--- src/rtl/sound_generator.sv ---
// sound_generator
//
// Turns Snake gameplay events into a fixed-length square-wave tone on an
// 8-bit DAC sample bus. Each event (bad collision, apple eaten, direction
// change) selects its own half-period. A higher or equal priority event
// restarts the tone. A lower priority event is dropped while a tone plays.
//
// Optional feature macro: SOUND_GEN_MUTE_EN
//   defined   - a rising edge on button_i toggles mute. While muted, events
//               are ignored and the output is silent. Muting during a tone
//               ends the tone immediately.
//   undefined - button_i is ignored and the block is never muted.
//
// Ports:
//   clk          system clock, rising-edge active
//   rst          asynchronous active-high reset
//   button_i     mute-toggle button level
//   goodColl_i   good collision level (apple eaten)
//   badColl_i    bad collision level (wall / self)
//   direction_i  current snake direction code, 0 = none
//   soundOut     DAC sample: AMPLITUDE during the high half of the wave, else 0

module sound_generator #(
  parameter int          GOOD_HALF = 8,
  parameter int          BAD_HALF  = 20,
  parameter int          MOVE_HALF = 4,
  parameter int          DURATION  = 512,
  parameter logic [7:0]  AMPLITUDE = 8'd128
) (
  input  logic       clk,
  input  logic       rst,
  input  logic       button_i,
  input  logic       goodColl_i,
  input  logic       badColl_i,
  input  logic [3:0] direction_i,
  output logic [7:0] soundOut
);

  // The encoding doubles as the priority. A plain numeric compare then
  // decides whether a trigger may preempt the current tone. IDLE (0) is
  // always preempted.
  typedef enum logic [1:0] {
    IDLE = 2'd0,
    MOVE = 2'd1,
    GOOD = 2'd2,
    BAD  = 2'd3
  } state_e;

  state_e      state_q, state_d;
  logic        phase_q, phase_d;
  logic        muted_q, muted_d;
  logic [15:0] dur_cnt_q, dur_cnt_d;
  logic [15:0] tone_cnt_q, tone_cnt_d;
  logic        prev_good_q, prev_good_d;
  logic        prev_bad_q, prev_bad_d;
  logic [3:0]  prev_dir_q, prev_dir_d;

  logic        good_trig, bad_trig, move_trig;
  logic        trig_valid;
  state_e      trig_state;
  logic [15:0] half_sel;
  logic        mute_now;

`ifdef SOUND_GEN_MUTE_EN
  logic prev_button_q, prev_button_d;
`else
  logic unused_button;
  assign unused_button = button_i;
`endif

  always_comb begin
    good_trig = goodColl_i & ~prev_good_q;
    bad_trig  = badColl_i & ~prev_bad_q;
    move_trig = (direction_i != prev_dir_q) && (direction_i != 4'd0);

    if (bad_trig)       trig_state = BAD;
    else if (good_trig) trig_state = GOOD;
    else if (move_trig) trig_state = MOVE;
    else                trig_state = IDLE;

    trig_valid = (trig_state != IDLE) && !muted_q;

    case (state_q)
      BAD:     half_sel = 16'(BAD_HALF);
      MOVE:    half_sel = 16'(MOVE_HALF);
      default: half_sel = 16'(GOOD_HALF);
    endcase

    state_d     = state_q;
    phase_d     = phase_q;
    dur_cnt_d   = dur_cnt_q;
    tone_cnt_d  = tone_cnt_q;
    prev_good_d = goodColl_i;
    prev_bad_d  = badColl_i;
    prev_dir_d  = direction_i;

`ifdef SOUND_GEN_MUTE_EN
    prev_button_d = button_i;
    muted_d       = (button_i && !prev_button_q) ? !muted_q : muted_q;
    // Only the unmuted-to-muted transition cuts a tone short.
    mute_now      = button_i && !prev_button_q && !muted_q;
`else
    muted_d  = 1'b0;
    mute_now = 1'b0;
`endif

    if (mute_now) begin
      state_d    = IDLE;
      phase_d    = 1'b0;
      dur_cnt_d  = 16'd0;
      tone_cnt_d = 16'd0;
    end else if (trig_valid && (trig_state >= state_q)) begin
      state_d    = trig_state;
      phase_d    = 1'b1;
      dur_cnt_d  = 16'd0;
      tone_cnt_d = 16'd0;
    end else if (state_q != IDLE) begin
      // Reaching the end of the duration takes precedence over a phase toggle.
      if (dur_cnt_q == 16'(DURATION - 1)) begin
        state_d    = IDLE;
        phase_d    = 1'b0;
        dur_cnt_d  = 16'd0;
        tone_cnt_d = 16'd0;
      end else begin
        dur_cnt_d = dur_cnt_q + 16'd1;
        if (tone_cnt_q == half_sel - 16'd1) begin
          phase_d    = !phase_q;
          tone_cnt_d = 16'd0;
        end else begin
          tone_cnt_d = tone_cnt_q + 16'd1;
        end
      end
    end
  end

  always_ff @(posedge clk or posedge rst) begin
    if (rst) begin
      state_q       <= IDLE;
      phase_q       <= 1'b0;
      muted_q       <= 1'b0;
      dur_cnt_q     <= 16'd0;
      tone_cnt_q    <= 16'd0;
      prev_good_q   <= 1'b0;
      prev_bad_q    <= 1'b0;
      prev_dir_q    <= 4'd0;
`ifdef SOUND_GEN_MUTE_EN
      prev_button_q <= 1'b0;
`endif
    end else begin
      state_q       <= state_d;
      phase_q       <= phase_d;
      muted_q       <= muted_d;
      dur_cnt_q     <= dur_cnt_d;
      tone_cnt_q    <= tone_cnt_d;
      prev_good_q   <= prev_good_d;
      prev_bad_q    <= prev_bad_d;
      prev_dir_q    <= prev_dir_d;
`ifdef SOUND_GEN_MUTE_EN
      prev_button_q <= prev_button_d;
`endif
    end
  end

  // Derived only from registers. An asynchronous reset therefore silences
  // the output at once.
  assign soundOut = ((state_q != IDLE) && phase_q && !muted_q) ? AMPLITUDE : 8'd0;

endmodule

--- config.mk ---
export PLATFORM = sky130hd
export DESIGN_NAME = sound_generator
export DESIGN_NICKNAME = d
export VERILOG_FILES = /design/src/rtl/sound_generator.sv
export SDC_FILE = /design/constraint.sdc
export NUM_CORES = 1
export LEC_CHECK = 0
export ABC_AREA = 1
export ABC_CLOCK_PERIOD_IN_PS = 2100
export CAP_MARGIN = 15
export CORE_ASPECT_RATIO = 0.7
export CORE_MARGIN = 5
export CORE_UTILIZATION = 50
export CTS_CLUSTER_DIAMETER = 80
export DETAILED_ROUTE_END_ITERATION = 12
export HOLD_SLACK_MARGIN = 0.1
export PLACE_DENSITY = 0.82
export RECOVER_POWER = 50
export SYNTH_ARGS = -nofsm -noshare
export SYNTH_HDL_FRONTEND = slang
export SYNTH_SLANG_ARGS = --single-unit
export TNS_END_PERCENT = 30
--- constraint.sdc ---
create_clock -name clk -period 2.1 [get_ports clk]
set_clock_uncertainty 0.15 [all_clocks]
set_input_delay 0.42 -clock clk [delete_from_list [all_inputs] [get_ports clk]]
set_output_delay 0.42 -clock clk [all_outputs]
set_load 0.005 [all_outputs]
==> flow_summary_export.csv <==
group,metric,value,unit
yosys,syn_inst,374,
placed_design,port_buffers,8,
setup_path,worstSetupPathType,"input port to register",
global_route,grt.busiest_layer,"met2",
pwr,switching_power,1.156,mW
timing,slew_viol_final,0,
global_route,gr-total-overflow,0,
clock_tree,insertion_delay,0.29,ns
outcome,status,"complete, but fails checks",
timing,max_freq,441.7,MHz
clock_tree,cts-hold-fix-buffers,0,
min_path,hold_path_class,"input port to register",
finish,antennaDiodeCount,0,
clock_tree,clock-root-buffer,"clkbuf_8",
setup_path,cp_max_fo,8,
min_path,hold_depth,1,
yosys,ys_warn_count,0,
yosys,synth_area,2684,sq um
timing,rsz0062_at_grt,"true",
global_route,grt_pass1_wl,10970,um
yosys,yosysMostFrequentCell,"nand2_1",
pwr,comb_power_share,45.3,%
timing,fin_crit_sh,107.8,%
min_path,min-delay-start,"goodColl_i",
setup_path,crit_family,"buffers and inverters",
routing,drc_errors,0,
pwr,p_sw_share,36.92,%
global_route,grt_use_met1,27.99,%
clock_tree,clk_pin_slew,0.08,ns
setup_path,crit_required,2.17,ns
finish,stdcell_count,475,
setup_path,cpPeakStageDelay,0.54,ns
finish,final_core_util,63.35,%
clock_tree,tritoncts,"done",
placed_design,dp_slack,-0.7704,ns
timing,hold_viol_final,0,
setup_path,cp.buffers_inverters,4,
run,maxCapViolations,0,
timing,min_period,2.264,ns
floorplanning,die_area,6956,sq um
finish,drive_gt1_share,17.37,%
routing,drt_iter0_drc,288,
pwr,power_density,944.7,nW/um^2
floorplanning,num_rows,22,
routing,ant_nets,0,
yosys,synth_area_per_cell,7.176,sq um
placed_design,dp_cells,460,
placed_design,place_hpwl,4530,um
clock_tree,htreeDepth,2,
global_route,grt.total_usage,19.21,%
yosys,ys_types,30,
pwr,vdd_ir_drop_max,0.001046,V
setup_path,critPathArrivalTime,2.34,ns
timing,worst_pin_slew,0.8335,ns
min_path,hold_end,"prev_good_q$_DFF_PP0_",
setup_path,worst_setup_path_start_kind,"input port",
yosys,seq_area_frac_synth,38.23,%
setup_path,reg2regPathDepth,15,
pwr,p_leak,1.558,nW
routing,via_per_inst,5.415,
yosys,ys_top_cells_by_area,"dfrtp_1, nand2_1, nand3_1",
setup_path,reg2reg_slack,-0.10,ns
yosys,ys_ff_latch,41,
setup_path,worstSetupEndpointType,"register",
timing,relSlewSlack,44.43,%
floorplanning,coreArea,5230,sq um
global_route,grt_util_met2,29.54,%
yosys,yosys-top-cells-count,"nand2_1, nand3_1, nor2_1",
setup_path,path_cells,"dlygate4sd3_1, inv_1, o21a_1, ha_1, o21ai_1, nand2_1, nand2_4, buf_12, buf_12, nand4_1, o21ai_1",
floorplanning,die_y,71.30,um
routing,num_vias,2572,
pwr,internal_power,1.974,mW
clock_tree,numCtsBuffers,5,
yosys,yosys.area.top_type,"dfrtp_1",
setup_path,cpMaxStageDelayCell,"dlygate4sd3_1",
timing,setup_violations,35,
pwr,clockPowerShare,24.2,%
finish,num-fill-cells,423,
timing,finalSetupTns,-4.163,ns
pwr,seqPwrFrac,30.5,%
routing,wirelength,6849,um
routing,post_drt_wl_per_cell,14.42,um
yosys,synth_top_area_share,38.23,%
floorplanning,initial_core_util,51.32,%
global_route,antenna_found_initial,0,
clock_tree,cts_buffer_depth,2,
setup_path,r2r-start,"prev_dir_q[3]$_DFF_PP0_",
floorplanning,ioPinCount,17,
global_route,grt_pass1_vias,2309,
timing,fin_ws,-0.1639,ns
routing,detail_route.first_pass.iterations,6,
setup_path,rr_endpoint,"dur_cnt_q[2]$_DFFE_PP0P_",
yosys,synth-edff-count,0,
global_route,gr-usage-met3,3.502,%
yosys,synth-main-ff-cell,"dfrtp_1",
yosys,ys_async_sr_fraction,100.0,%
finish,area_growth,23.45,%
finish,nets,415,
placed_design,place.gp.congestion,0.9390,
floorplanning,dieWidth,97.57,um
outcome,violations,"setup timing",
clock_tree,clkSinkCount,41,
global_route,grt_max_degree,34,
power by group through the flow:
stage | Sequential, mW | Clock, mW | Combinational, mW
after detailed placement | 0.964 | 0 | 1.01
after CTS | 0.949 | 0.768 | 1.27
after global placement | 0.962 | 0 | 0.999
final | 0.956 | 0.756 | 1.42
after floorplan | 0.941 | 0 | 0.601
after global routing | 0.968 | 0.817 | 1.53
sequential cells by signal, summed over array words and instances (netlist names):
register,cells
prev_bad_q,1
dur_cnt_q,16
tone_cnt_q,16
prev_dir_q,4
phase_q,1
prev_good_q,1
state_q,2
cells in the final DEF (no fill, tap or decap), types with 2 or more instances in the layout:
master           instances
nand2_2                  4
o21ai_2                  3
o21ai_1                 22
xor2_1                  17
nor2_2                   3
conb_1                   7
nand3_2                 10
nand3_1                 42
nand2_1                 74
clkbuf_8                 5
nor3_2                   3
bufinv_16                2
nor2_4                   3
ha_1                     4
buf_4                   14
buf_16                   2
or2_2                    2
clkdlybuf4s15_1          2
nor3_1                   7
nand4_1                 17
dfrtp_1                 41
nor2_1                  43
buf_12                   4
inv_2                    2
inv_1                   45
nand3b_1                 2
nand2_4                  4
dlygate4sd2_1            2
dlygate4sd3_1            2
per-layer routing:
| metal | vias up | share of wire (%) |
|---|---|---|
| met4 | 0 | 0.95 |
| met2 | 120 | 46 |
| met3 | 13 | 6.9 |
| met5 | - | 0 |
| met1 | 1186 | 46 |
| li1 | 1253 | - |
stage by stage:
step           hold slack, ns  area (sq um)  power, mW
3_3_place_gp           0.3071          2959      1.961
6_report               0.2175          3313      3.130
2_1_floorplan          0.2915          2706      1.541
3_5_place_dp           0.3222          2959      1.977
5_1_grt                0.2059          3313      3.312
4_1_cts                0.2102          3232      2.986
cells by family (layout without fill, tap and decap cells):
group                      Yosys count  count (layout)  synth area share (%)
AOI/OAI and AO/OA                   29              29                 5.641
xor gates and xnor gates            18              18                 5.874
buffers and inverters               65              88                 10.72
other                                1               7                0.1397
adders and majority gates            4               4                 1.865
and+or+nand+nor                    216             216                 37.53
DFF                                 41              41                 38.23
worst reg2reg max path: stages, from the launching register on:
cell     delay (ns)
dfrtp_1        0.36
inv_1          0.05
nand2_1        0.05
nand2_1        0.05
nor2_2         0.12
nand2_1        0.08
nand2_2        0.08
o21a_1         0.14
ha_1           0.23
o21ai_1        0.13
nand2_1        0.10
nand2_4        0.12
buf_12         0.15
buf_12         0.13
nand4_1        0.09
o21ai_1        0.09
area by class of cell:
type	instances	area, sq um	area share [%]
multi-input combinational	274	1508	45.51
sequential	41	1026	30.97
timing repair buffer	32	375.4	11.33
inverter	48	180.2	5.438
tap	72	90.09	2.719
clock buffer	5	68.82	2.077
clock inverter	3	65.06	1.964
worst max-delay path by stage:
stage	slack, ns	start	endpoint	cells past startpoint
detailed placement	-0.77	direction_i[3]	phase_q$_DFFE_PP0P_	16
CTS	-0.10	prev_dir_q[3]$_DFF_PP0_	dur_cnt_q[11]$_DFFE_PP0P_	14
global placement	-0.59	direction_i[2]	phase_q$_DFFE_PP0P_	16
floorplan	0.002	direction_i[0]	dur_cnt_q[9]$_DFFE_PP0P_	15
global route	-0.24	prev_dir_q[2]$_DFF_PP0_	tone_cnt_q[14]$_DFFE_PP0P_	15
finish	-0.16	badColl_i	dur_cnt_q[2]$_DFFE_PP0P_	11
what timing repair did:
action	in CTS	in global routing
gates resized for setup	28	14
pin swaps	12	5
setup endpoints to repair	35	35
gates cloned	2	1
setup buffers	2	2
No activity file was read; power rests on OpenSTA's default activity.
